==> config.mk <==
export PLATFORM = sky130hd
export DESIGN_NAME = ifu_prefetch
export DESIGN_NICKNAME = d
export VERILOG_FILES = /design/src/rtl/ifu_prefetch.sv
export SDC_FILE = /design/constraint.sdc
export NUM_CORES = 1
export LEC_CHECK = 0
export BUFFER_PORTS_ARGS = -buffer_cell sky130_fd_sc_hd__buf_2
export CAP_MARGIN = 20
export CORE_AREA = 2 2 185 187
export CTS_BUF_LIST = sky130_fd_sc_hd__clkbuf_16
export CTS_CLUSTER_DIAMETER = 50
export DETAILED_ROUTE_END_ITERATION = 12
export DIE_AREA = 0 0 187 189
export MAX_ROUTING_LAYER = met4
export PLACE_DENSITY = 0.59
export SYNTH_ARGS = -nofsm -noshare
export SYNTH_HDL_FRONTEND = slang
export SYNTH_SLANG_ARGS = --single-unit
==> constraint.sdc <==
create_clock -name clk -period 2.85 [get_ports clk]
set_input_delay 0.285 -clock clk [delete_from_list [all_inputs] [get_ports clk]]
set_output_delay 0.285 -clock clk [all_outputs]
set_load 0.03 [all_outputs]
==> src/rtl/ifu_prefetch.sv <==
// rtl/ifu_prefetch.sv - instruction fetch unit with prefetch FIFO; optional response bypass via IFU_BYPASS_EN
module ifu_prefetch #(
    parameter int                ADDR_W   = 32,
    parameter int                INST_W   = 32,
    parameter int                DEPTH    = 4,
    parameter logic [ADDR_W-1:0] RESET_PC = '0
) (
    input  logic                    clk,
    input  logic                    rst,
    output logic                    rom_ce_o,
    output logic [ADDR_W-1:0]       rom_addr_o,
    input  logic [INST_W-1:0]       rom_data_i,
    input  logic                    redirect_i,
    input  logic [ADDR_W-1:0]       redirect_pc_i,
    input  logic                    id_ready_i,
    output logic                    id_valid_o,
    output logic [ADDR_W-1:0]       id_pc_o,
    output logic [INST_W-1:0]       id_inst_o,
    output logic [$clog2(DEPTH):0]  count_o
);

    localparam int                PTR_W   = $clog2(DEPTH);
    localparam int                CNT_W   = PTR_W + 1;
    localparam logic [ADDR_W-1:0] PC_INC  = ADDR_W'(INST_W / 8);
    localparam logic [CNT_W:0]    DEPTH_C = (CNT_W + 1)'(DEPTH);

    logic [ADDR_W-1:0] fetch_pc_q, fetch_pc_d;
    logic              inflight_q, inflight_d;
    logic [ADDR_W-1:0] inflight_pc_q, inflight_pc_d;
    logic [PTR_W-1:0]  wr_ptr_q, wr_ptr_d;
    logic [PTR_W-1:0]  rd_ptr_q, rd_ptr_d;
    logic [CNT_W-1:0]  count_q, count_d;

    logic [ADDR_W-1:0] pc_mem   [DEPTH];
    logic [INST_W-1:0] inst_mem [DEPTH];

    logic              kill;
    logic              issue;
    logic              resp_valid;
    logic              fifo_empty;
    logic              bypass_take;
    logic              push;
    logic              pop;
    logic [CNT_W:0]    credit;

    // A redirect discards the response arriving in the same cycle
    assign kill       = redirect_i;
    // Registered occupancy plus the outstanding request; a pop this cycle earns no credit
    assign credit     = {1'b0, count_q} + {{CNT_W{1'b0}}, inflight_q};
    assign issue      = rst & ~redirect_i & (credit < DEPTH_C);
    assign resp_valid = inflight_q & ~kill;
    assign fifo_empty = (count_q == '0);

`ifdef IFU_BYPASS_EN
    assign bypass_take = fifo_empty & resp_valid;
`else
    assign bypass_take = 1'b0;
`endif

    assign rom_ce_o   = issue;
    assign rom_addr_o = fetch_pc_q;
    assign count_o    = count_q;

    // Present the FIFO head (or a bypassed response) to decode; zeros when nothing is available
    always_comb begin
        id_valid_o = 1'b0;
        id_pc_o    = '0;
        id_inst_o  = '0;
        if (!fifo_empty) begin
            id_valid_o = ~redirect_i;
            id_pc_o    = pc_mem[rd_ptr_q];
            id_inst_o  = inst_mem[rd_ptr_q];
        end else if (bypass_take) begin
            id_valid_o = 1'b1;
            id_pc_o    = inflight_pc_q;
            id_inst_o  = rom_data_i;
        end
    end

    // A bypassed response taken by decode is never written; pops only come from the FIFO
    assign pop  = ~fifo_empty & id_valid_o & id_ready_i;
    assign push = resp_valid & ~(bypass_take & id_ready_i);

    // Next-state for fetch PC, in-flight tracking and FIFO pointers/occupancy
    always_comb begin
        fetch_pc_d    = fetch_pc_q;
        inflight_d    = issue;
        inflight_pc_d = inflight_pc_q;
        wr_ptr_d      = wr_ptr_q;
        rd_ptr_d      = rd_ptr_q;
        count_d       = count_q;
        if (issue) begin
            fetch_pc_d    = fetch_pc_q + PC_INC;
            inflight_pc_d = fetch_pc_q;
        end
        if (redirect_i) begin
            fetch_pc_d = redirect_pc_i;
            wr_ptr_d   = '0;
            rd_ptr_d   = '0;
            count_d    = '0;
        end else begin
            if (push) begin
                wr_ptr_d = wr_ptr_q + PTR_W'(1);
            end
            if (pop) begin
                rd_ptr_d = rd_ptr_q + PTR_W'(1);
            end
            case ({push, pop})
                2'b10:   count_d = count_q + CNT_W'(1);
                2'b01:   count_d = count_q - CNT_W'(1);
                default: count_d = count_q;
            endcase
        end
    end

    // Control state register with asynchronous active-low reset
    always_ff @(posedge clk or negedge rst) begin
        if (!rst) begin
            fetch_pc_q    <= RESET_PC;
            inflight_q    <= 1'b0;
            inflight_pc_q <= '0;
            wr_ptr_q      <= '0;
            rd_ptr_q      <= '0;
            count_q       <= '0;
        end else begin
            fetch_pc_q    <= fetch_pc_d;
            inflight_q    <= inflight_d;
            inflight_pc_q <= inflight_pc_d;
            wr_ptr_q      <= wr_ptr_d;
            rd_ptr_q      <= rd_ptr_d;
            count_q       <= count_d;
        end
    end

    // FIFO storage; contents are only meaningful under the occupancy count, so no reset
    always_ff @(posedge clk) begin
        if (push) begin
            pc_mem[wr_ptr_q]   <= inflight_pc_q;
            inst_mem[wr_ptr_q] <= rom_data_i;
        end
    end

endmodule

==> results by group, run 1 <==
Detailed routing
  • Drc violations: 0
  • Vias per inst: between 5 and 6
  • Via Count: slightly below 8000
  • Drt total wl: just under 30 mm
  • Post-DRT Antenna Nets: 0
  • DR pass1 iterations: 5
  • DRT iter0 DRCs: 552
  • WL/cell: about 19 um

Timing
  • Worst slew pin tran: 0.7902 ns
  • RSZ-0062 raised after global routing: no
  • Crit path time final: 2.574 ns
  • Clock skew: roughly 0.028 ns
  • Final Hold Viols: 0
  • Achievable Freq: roughly 390 MHz
  • Rel. slew slack: 47.26%
  • Final setup margin: ~0.28 ns
  • Final setup viols: 0
  • Max Transition Viols Final: 0
  • Period utilization: between 90% and 100%
  • Setup_tns: 0 ns

Setup path
  • CP max FO: 19
  • Setup crit end kind: primary output
  • Worst Setup Start Kind: flop
  • R2r setup slk: roughly 0.72 ns
  • Reg-to-reg endpoint: count_o[2]
  • Reg2Reg Depth: 7
  • Arr. time, crit path: between 2 and 2.5 ns
  • WS Path Type: flop to primary output
  • Worst r2r src: count_o[1]
  • Required time of the critical path: 2.57 ns

Clock tree
  • Number of gates resized after cts: 0
  • Root buf cell: clkbuf_16
  • Post-CTS Setup Bufs: 0
  • Clk sinks: around 330
  • TritonCTS clock tree: yes
  • CTS H-tree depth: 2
  • Worst-skew pair later-pin latency: about 0.52 ns
  • CTS clock-pin slew for the worst setup and hold paths: 0.06 ns
  • CTS Buffer Depth: 3
  • Cts hold-fix bufs: 48
  • CTS Buf Count: 38

Synth
  • Synthesized cell area: between 10000 and 15000 sq um
  • Synth Warn #: 0
  • Ys flop type: edfxtp_1
  • Mean Syn Cell Area: roughly 16 sq um
  • Synth Instances: about 800
  • Ys async rst share: around 22%
  • EDFF count, synth: 256
  • Sequential fraction of the synthesis area: slightly above 70%
  • Synth cell types: 50
  • Syn Nets: ~880
  • Synthesized flop and latch total: roughly 330

Global route
  • Initial antenna violation count: 0
  • First-pass GRT wire length: between 40 and 50 mm
  • Routing usage on met2: roughly 27%
  • Vias in the first global route: between 7000 and 8000
  • GRT overflow: 0
  • Met1 Use GR: 23.15%
  • Tot GR Track Use: about 17%
  • Gr busiest metal: met2
  • Grt met3 use: between 3 and 4%
  • Largest net degree at the start of global routing: 67

Die
  • FP Rows: 67
  • Die W: ~190 um
  • IO Pins: between 150 and 200
  • Core area: around 33000 sq um
  • Full die area: 35340 sq um
  • Die Y: roughly 190 um
  • Initial core utilization: between 30% and 40%

Final layout
  • Final Util: roughly half
  • # diodes: 0
  • Commonest non-fill, non-tap cells in the layout: edfxtp_1, buf_2, nand2_1
  • Footprint of the multi-input gates: 3506 sq um
  • Area grow syn2layout: 25.04%
  • Reg area: about 9500 sq um
  • Layout cells sized above 1: between 30 and 40%
  • Commonest non-fill, non-tap cell in the layout: edfxtp_1
  • Final Net Count: 1112
  • Fillcell total: 2823

Min path
  • Worst Hold End: inst_mem[2][14]
  • Worst min path class: input pin to flop
  • Worst Hold Depth: 1
  • Min-delay src: rom_data_i[14]

Placement
  • Port bufs: approximately 170
  • Final Wtd Congestion: about 0.80
  • Hpwl dp: 18.18 mm
  • Place WS: ~0.73 ns

Job
  • Maxcap violations: 0

Run status
  • Run status: complete, no violations

Power
  • Peak supply drop: about 0.37 mV
  • Pwr Density: 949.3 nW/um^2
  • Leakage: around 0.0062 uW
## power breakdown
part,switching (uW),internal (uW)
Combinational,2720,1570
Sequential,462,5770
Clock,1920,3210
## synthesized netlist by cell type, types with 3 or more instances
cell type / count / area share [%]
a21oi_1: 6 / 0.23
a221o_1: 4 / 0.30
a22oi_1: 3 / 0.17
and2_1: 71 / 3.4
and3_1: 6 / 0.28
buf_1: 3 / 0.085
buf_2: 16 / 0.61
clkbuf_1: 21 / 0.60
dfrtp_1: 72 / 14
edfxtp_1: 256 / 58
ha_1: 5 / 0.47
inv_1: 5 / 0.14
mux2i_1: 4 / 0.30
mux4_2: 64 / 11
nand2_1: 132 / 3.8
nand3_1: 20 / 0.76
nand3_2: 3 / 0.23
nand4_1: 9 / 0.43
nor2_1: 17 / 0.48
nor3_1: 4 / 0.15
nor4_1: 4 / 0.19
o211ai_1: 10 / 0.57
o21ai_0: 18 / 0.68
o311ai_0: 7 / 0.47
o311ai_1: 4 / 0.27
or4_1: 3 / 0.17
xnor2_1: 3 / 0.20
xor2_1: 5 / 0.33
## worst max-delay path by stage
stage                startpoint        endpoint  slack [ns]  cells past startpoint
global placement     count_o[1]      count_o[2]        0.76                      7
detailed placement   count_o[1]      count_o[2]        0.73                      7
floorplan            inflight_q  inst_mem[0][0]        0.22                      3
global route        rd_ptr_q[0]     id_pc_o[11]        0.13                      4
finish              rd_ptr_q[0]     id_pc_o[11]        0.28                      4
CTS                 rd_ptr_q[0]      id_pc_o[8]        0.20                      4
## critical path: stages, from the launching register on
cell	delay (ns)
dfrtp_4	0.47
buf_4	0.39
mux4_2	0.54
and2_1	0.19
buf_2	0.18
## sequential cells by signal (all words and copies together) (netlist names)
signal / flops
rom_addr_o: 32
inst_mem: 128
inflight_q: 1
inflight_pc_q: 32
pc_mem: 128
count_o: 3
rd_ptr_q: 2
wr_ptr_q: 2
## stage by stage
stage               hold WS (ns)  power (uW)  instances  area (sq um)
detailed placement        0.4244       10670       1398         14660
finish                   0.02047       15650       1515         16490
CTS                    0.0002499       15880       1515         16490
global placement          0.4307       10620       1398         14660
floorplan               -0.01059        9242        803         13180
global route            0.007275       16400       1515         16490
## layer usage
metal | wire length (um) | vias up
li1 | - | 3550
met1 | 13210 | 3851
met2 | 13900 | 247
met3 | 1672 | 43
met4 | 500 | 0
met5 | 0 | -
## kinds of logic (layout without fill, tap and decap cells)
group / Yosys count / count (layout) / share of synthesized area (%)
and+or+nand+nor: 282 / 282 / 10.70
adders and majority gates: 6 / 6 / 0.6264
DFF: 328 / 328 / 71.97
buffers and inverters: 48 / 312 / 1.556
xor gates and xnor gates: 8 / 8 / 0.5315
AOI/OAI and AO/OA: 61 / 61 / 3.208
muxes: 70 / 70 / 11.41
## final cells by class
| cell class | count | area share (%) |
|---|---|---|
| inverters | 6 | 0.1366 |
| flip-flops and latches | 328 | 57.60 |
| clock inverters | 29 | 2.080 |
| multi-input cells | 427 | 21.27 |
| clock buffers | 40 | 6.072 |
| well taps | 448 | 3.400 |
| repair buffers | 237 | 9.441 |
No activity file was read; power rests on OpenSTA's default activity.
==> inputs of run 2 (changes only) <==
==> config.mk (replaced) <==
export PLATFORM = sky130hd
export DESIGN_NAME = ifu_prefetch
export DESIGN_NICKNAME = d
export VERILOG_FILES = /design/src/rtl/ifu_prefetch.sv
export SDC_FILE = /design/constraint.sdc
export NUM_CORES = 1
export LEC_CHECK = 0
export ABC_AREA = 1
export CAP_MARGIN = 20
export CORE_AREA = 2 2 189 191
export CTS_BUF_LIST = sky130_fd_sc_hd__clkbuf_16
export CTS_CLUSTER_DIAMETER = 50
export DETAILED_ROUTE_END_ITERATION = 12
export DIE_AREA = 0 0 191 193
export DONT_BUFFER_PORTS = 1
export MAX_ROUTING_LAYER = met4
export PLACE_DENSITY = 0.55
export SYNTH_ARGS = -nofsm -noshare
export SYNTH_HDL_FRONTEND = slang
export SYNTH_SLANG_ARGS = --single-unit
==> run 2 against run 1 <==
Via count is 24% higher; sequential power fell by 6.7%; clock-buffer cell count is 3 higher; clock power decreased by 7.2%; non-clock buffer count is 85 lower; synthesized cell count is 60% higher; critical path type unchanged; critical endpoint is now id_inst_o[6]; largest power group unchanged.
==> results by group, run 2 <==
Timing
  • Crit path time final: ~2.6 ns
  • Worst hold margin: approximately 0.037 ns
  • RSZ-0062 raised after global routing: no
  • Final setup viols: 0
  • Worst slew pin tran: about 0.66 ns
  • Clock skew: 0.01789 ns
  • Final Hold Viols: 0
  • Period utilization: 90.15%
  • Rel. slew slack: between 50% and 60%
  • Setup_tns: 0 ns
  • Final setup margin: between 0.2 and 0.3 ns
  • Achievable Freq: between 300 and 400 MHz
  • Max Transition Viols Final: 0

Job
  • Maxcap violations: 0

Final layout
  • Post-Layout Cell Count: 1902
  • Fillcell total: between 3000 and 4000
  • Area grow syn2layout: 21.83%
  • Layout cells sized above 1: a little under an eighth
  • # diodes: 0
  • Commonest non-fill, non-tap cells in the layout: nor2_1, edfxtp_1, o21ai_0
  • Biggest registers after layout: inst_mem x128, pc_mem x128
  • Final Net Count: ~1500
  • Commonest non-fill, non-tap cell in the layout: nor2_1

Detailed routing
  • WL/cell: roughly 18 um
  • DRT iter0 DRCs: about 610
  • Via Count: between 9000 and 10000
  • Drc violations: 0
  • Vias per inst: roughly 5.0
  • Drt total wl: between 30 and 40 mm
  • DR pass1 iterations: 5
  • Post-DRT Antenna Nets: 0

Global route
  • Largest net degree at the start of global routing: 90
  • Tot GR Track Use: about a fifth
  • Initial antenna violation count: 0
  • Vias in the first global route: between 9000 and 10000
  • GRT overflow: 0
  • First-pass GRT wire length: 52.85 mm

Synth
  • Ys flop type: edfxtp_1
  • Synth top area share: 55.87%
  • Area leader, netlist: edfxtp_1
  • Synth top area cells: edfxtp_1, dfrtp_1, nor2_1
  • Synth Instances: about 1300
  • Most common library cells after synthesis: nor2_1, edfxtp_1, o21ai_0, nand2_1, dfrtp_1
  • Synth Warn #: 0
  • Synth cell types: 32
  • Ys async rst share: 21.95%
  • Syn Nets: around 1400
  • Most common cell in the netlist: nor2_1
  • Mean Syn Cell Area: 10.74 sq um
  • Sequential fraction of the synthesis area: 68.96%
  • Synthesized cell area: between 10000 and 15000 sq um
  • Synthesized flop and latch total: between 300 and 400
  • EDFF count, synth: approximately 260

Setup path
  • CP Cell Sequence: buf_4, nor2_1, nor2_1, o21ai_0, a21oi_1, buf_4
  • Setup crit end kind: primary output
  • CP Buf/Inv Count: 2
  • Worst Setup Start Kind: flop
  • WS Path Type: flop to primary output
  • Slowest stage delay, CP: around 0.54 ns
  • Reg-to-reg endpoint: rom_addr_o[21]
  • Slowest CP cell: buf_4
  • Reg2Reg Depth: 8
  • Arr. time, crit path: approximately 2.3 ns
  • Required time of the critical path: ~2.6 ns
  • R2r setup slk: approximately 0.8 ns
  • CP max FO: 60
  • Delay-heaviest family, CP: buffers and inverters
  • Worst r2r src: count_o[2]

Die
  • Core area: between 30000 and 40000 sq um
  • Initial core utilization: between 30% and 40%
  • Die W: about 190 um
  • IO Pins: 169
  • FP Rows: between 60 and 70
  • Die Y: just under 200 um
  • Full die area: approximately 37000 sq um

Clock tree
  • Clk sinks: 328
  • CTS H-tree depth: 2
  • TritonCTS clock tree: yes
  • CTS Buf Count: 42
  • CTS clock-pin slew for the worst setup and hold paths: ~0.06 ns
  • Post-CTS Setup Bufs: 0
  • CTS Buffer Depth: 3
  • Root buf cell: clkbuf_16
  • Number of gates resized after cts: 0
  • Worst-skew pair later-pin latency: between 0.5 and 0.6 ns

Power
  • Int Power: roughly 8700 uW
  • Final Total Pwr: about 12000 uW
  • Switching Share: ~28%
  • Pwr Density: a little over 700 nW/um^2
  • Peak supply drop: approximately 0.43 mV
  • Leakage: approximately 0.0064 uW
  • P_sw: 3399 uW
  • Clock Power Share: a little under 40%
  • Combinational Power Share: between 10% and 20%
  • Part of the power in registers: between 40% and 50%

Run status
  • Run status: complete, no violations

Min path
  • Worst Hold End: rom_addr_o[22]
  • Worst min path class: input pin to flop
  • Min-delay src: redirect_pc_i[22]
  • Worst Hold Depth: 4

Placement
  • Port bufs: 0
  • Final Wtd Congestion: between 0.8 and 0.9
  • Place WS: approximately 0.80 ns
  • Hpwl dp: 19.46 mm
  • Placed insts: about 1800
run 2: per-layer routing:
| layer | GRT usage (%) | routed length, um | vias up |
|---|---|---|---|
| met1 | 24.64 | 15020 | 4550 |
| met4 | 6.470 | 912 | 0 |
| met3 | 4.253 | 2104 | 58 |
| met5 | - | 0 | - |
| met2 | 30.67 | 16070 | 269 |
| li1 | - | - | 4644 |
run 2: worst register-to-register path: cells and delay by family (launching register included):
family / cells / cell delay [ns]
buffers and inverters: 2 / 0.51
flip-flops: 1 / 0.53
AND/OR/NAND/NOR: 6 / 0.87
run 2: final cells by class:
class                           instances  area [sq um]  share of cell area (%)
Sequential cell                       328          9494                   56.64
Multi-Input combinational cell        819          3742                   22.32
Timing Repair Buffer                  152          1436                   8.568
Clock buffer                           43          1076                   6.419
Tap cell                              461         576.8                   3.441
Inverter                               68         256.5                   1.530
Clock inverter                         31         181.4                   1.082
run 2: power by group through the flow:
stage	combinational (uW)	clock, uW	sequential (uW)
floorplan	967	0	5810
global placement	1420	0	5890
detailed placement	1430	0	5900
CTS	1580	4880	5810
global route	1720	5090	5840
finish	1550	4760	5810
run 2: logic make-up (layout without fill, tap and decap cells):
kind of cell	count (synthesis)	in the layout	share of synthesized area (%)
flip-flops	328	328	68.96
AO/OA/AOI/OAI	253	253	9.403
AND/OR/NAND/NOR	555	555	16.66
XOR/XNOR	5	5	0.3183
adder cells (fa/ha/maj)	6	6	0.6002
buffers and inverters	134	294	4.056
run 2: stage by stage:
step	util, %	cell area (sq um)
detailed placement	42.35	14810
global route	47.94	16760
finish	47.94	16760
CTS	47.94	16760
global placement	42.35	14810
floorplan	-	13760
run 2: worst max-delay path by stage:
stage / from / slack [ns] / cells past startpoint / to
finish: rd_ptr_q[0] / 0.28 / 6 / id_inst_o[6]
global route: rd_ptr_q[0] / 0.09 / 6 / id_inst_o[6]
CTS: rd_ptr_q[0] / 0.25 / 6 / id_inst_o[6]
detailed placement: count_o[2] / 0.80 / 8 / rom_addr_o[21]
global placement: rd_ptr_q[0] / 0.87 / 6 / id_inst_o[23]
floorplan: wr_ptr_q[0] / -0.95 / 4 / inst_mem[2][0]
run 2: repair_timing:
action | 4_1_cts | 5_1_grt
endpoints found under the hold margin | 237 | 0
hold buffers | 67 | 0
endpoints found under the setup margin | 0 | 0
==> inputs of run 3 (changes only) <==
--- a/config.mk
+++ b/config.mk
@@ -13,6 +13,7 @@
 export DETAILED_ROUTE_END_ITERATION = 12
 export DIE_AREA = 0 0 191 193
 export DONT_BUFFER_PORTS = 1
+export GPL_ROUTABILITY_DRIVEN = 0
 export MAX_ROUTING_LAYER = met4
 export PLACE_DENSITY = 0.55
 export SYNTH_ARGS = -nofsm -noshare
==> constraint.sdc (replaced) <==
create_clock -name clk -period 3 [get_ports clk]
set_input_delay 0.3 -clock clk [delete_from_list [all_inputs] [get_ports clk]]
set_output_delay 0.3 -clock clk [all_outputs]
set_load 0.03 [all_outputs]
==> run 3 against run 2 <==
Clock skew up 0.0044 ns; wire length fell by 1.9%; sequential power fell by 4.8%; hold slack worse by 0.022 ns; final area fell by 0.79%; combinational power down 8%; via count decreased by 1.1%; largest cell class unchanged; highest routed layer unchanged; sequential cell count unchanged; die area unchanged; largest power group unchanged.
==> results by group, run 3 (synthesis gave the netlist of run 2 again) <==
Power
  • Leakage: 0.006287 uW
  • Peak supply drop: roughly 0.39 mV
  • Pwr Density: slightly below 700 nW/um^2

Detailed routing
  • Drt total wl: between 30 and 40 mm
  • DRT iter0 DRCs: approximately 500
  • Post-DRT Antenna Nets: 0
  • WL/cell: 17.76 um
  • DR pass1 iterations: 5
  • Drc violations: 0
  • Via Count: 9413
  • Vias per inst: between 4 and 5

Die
  • Die W: 191 um
  • Full die area: ~37000 sq um
  • FP Rows: 69
  • Initial core utilization: 39.35%
  • Die Y: 193 um
  • Core area: ~35000 sq um
  • IO Pins: between 150 and 200

Clock tree
  • CTS H-tree depth: 2
  • CTS Buffer Depth: 3
  • CTS clock-pin slew for the worst setup and hold paths: about 0.06 ns
  • Root buf cell: clkbuf_16
  • Number of gates resized after cts: 0
  • Clk sinks: 328
  • Worst-skew pair later-pin latency: ~0.53 ns
  • Cts hold-fix bufs: 57
  • CTS Buf Count: 40
  • TritonCTS clock tree: yes
  • Post-CTS Setup Bufs: 0

Global route
  • First-pass GRT wire length: between 50 and 60 mm
  • Initial antenna violation count: 0
  • Tot GR Track Use: a little under a fifth
  • GRT overflow: 0
  • Largest net degree at the start of global routing: 80
  • Vias in the first global route: 9219

Final layout
  • Final Util: between 40% and 50%
  • Commonest non-fill, non-tap cells in the layout: nor2_1, edfxtp_1, o21ai_0
  • Commonest non-fill, non-tap cell in the layout: nor2_1
  • Footprint of the multi-input gates: roughly 3700 sq um
  • Final Net Count: roughly 1500
  • Biggest registers after layout: inst_mem x128, pc_mem x128
  • # diodes: 0
  • Layout cells sized above 1: between 10% and 20%
  • Fillcell total: about 3200
  • Area grow syn2layout: 20.87%
  • Reg area: 9494 sq um

Min path
  • Min-delay src: id_ready_i
  • Worst min path class: input pin to flop

Timing
  • Final setup viols: 0
  • Rel. slew slack: a little under three fifths
  • RSZ-0062 raised after global routing: no
  • Achievable Freq: ~380 MHz
  • Max Transition Viols Final: 0
  • Worst slew pin tran: 0.6702 ns
  • Final Hold Viols: 0
  • Setup_tns: 0 ns
  • Period utilization: 88.61%
  • Clock skew: 0.02229 ns
  • Crit path time final: ~2.7 ns

Setup path
  • Worst r2r src: count_o[2]
  • Required time of the critical path: 2.70 ns
  • Worst Setup Start Kind: flop
  • Setup crit start: rd_ptr_q[0]
  • WS Path Type: flop to primary output
  • Arr. time, crit path: approximately 2.4 ns
  • Setup crit end kind: primary output
  • CP max FO: 72

Placement
  • Port bufs: 0
  • Hpwl dp: between 15 and 20 mm

Run status
  • Run status: complete, no violations

Job
  • Maxcap violations: 0
==> run 3: changes by cell type in the layout (fill, tap and decap cells not counted), sizes merged <==
cell | before | now
buf | 87 | 82
bufinv | 0 | 2
inv | 86 | 81
dlygate4sd3 | 65 | 56
clkbuf | 43 | 41
clkinv | 11 | 12
==> run 3: metal layers <==
layer	vias up	GRT usage [%]	part of all wire, %
li1	4610	-	-
met3	39	4.688	7.1
met4	0	5.128	2.1
met5	-	-	0
met1	4488	24.42	45
met2	276	29.43	46
==> run 3: report_power, final <==
part / switching [uW] / internal (uW)
registers: 359 / 5170
clock network: 1850 / 2670
logic: 966 / 464
total: 3170 / 8310
==> run 3: worst paths after layout <==
check | to | slack [ns] | cells after the start
worst max-delay path | id_pc_o[15] | 0.34 | 6
worst min-delay path | rd_ptr_q[1] | 0.01 | 3
worst max register to register | rom_addr_o[13] | 0.84 | 6
worst min register to register | pc_mem[2][8] | 0.52 | 0
max in group asynchronous | rd_ptr_q[0] | 2.31 | 2
min in group asynchronous | rom_addr_o[18] | 0.35 | 2
==> run 3: critical path, stage by stage (launching register included) <==
cell and delay, ns:
dfrtp_4 0.58, buf_12 0.33, nor2_1 0.09, nor2_1 0.10, o21ai_0 0.10, a21oi_1 0.33, buf_4 0.23
==> run 3: stage by stage <==
stage | cells | setup slack [ns] | total power, uW | hold WS, ns | cell area (sq um)
after global placement | 1756 | 0.8597 | 6942 | 0.006820 | 14770
after global routing | 1884 | 0.1589 | 11980 | 0.01538 | 16630
after CTS | 1883 | 0.3236 | 11620 | 0.0009767 | 16600
after detailed placement | 1756 | 0.8387 | 6957 | 0.006347 | 14770
after floorplan | 1281 | -0.8017 | 6436 | 0.004409 | 13760
final | 1884 | 0.3418 | 11480 | 0.01479 | 16630
==> run 3: area by class of cell <==
| class | count | area share [%] |
|---|---|---|
| multi-input cells | 819 | 22.50 |
| clock inverters | 29 | 1.317 |
| clock buffers | 41 | 6.169 |
| repair buffers | 138 | 7.914 |
| well taps | 461 | 3.468 |
| flip-flops and latches | 328 | 57.09 |
| inverters | 68 | 1.542 |
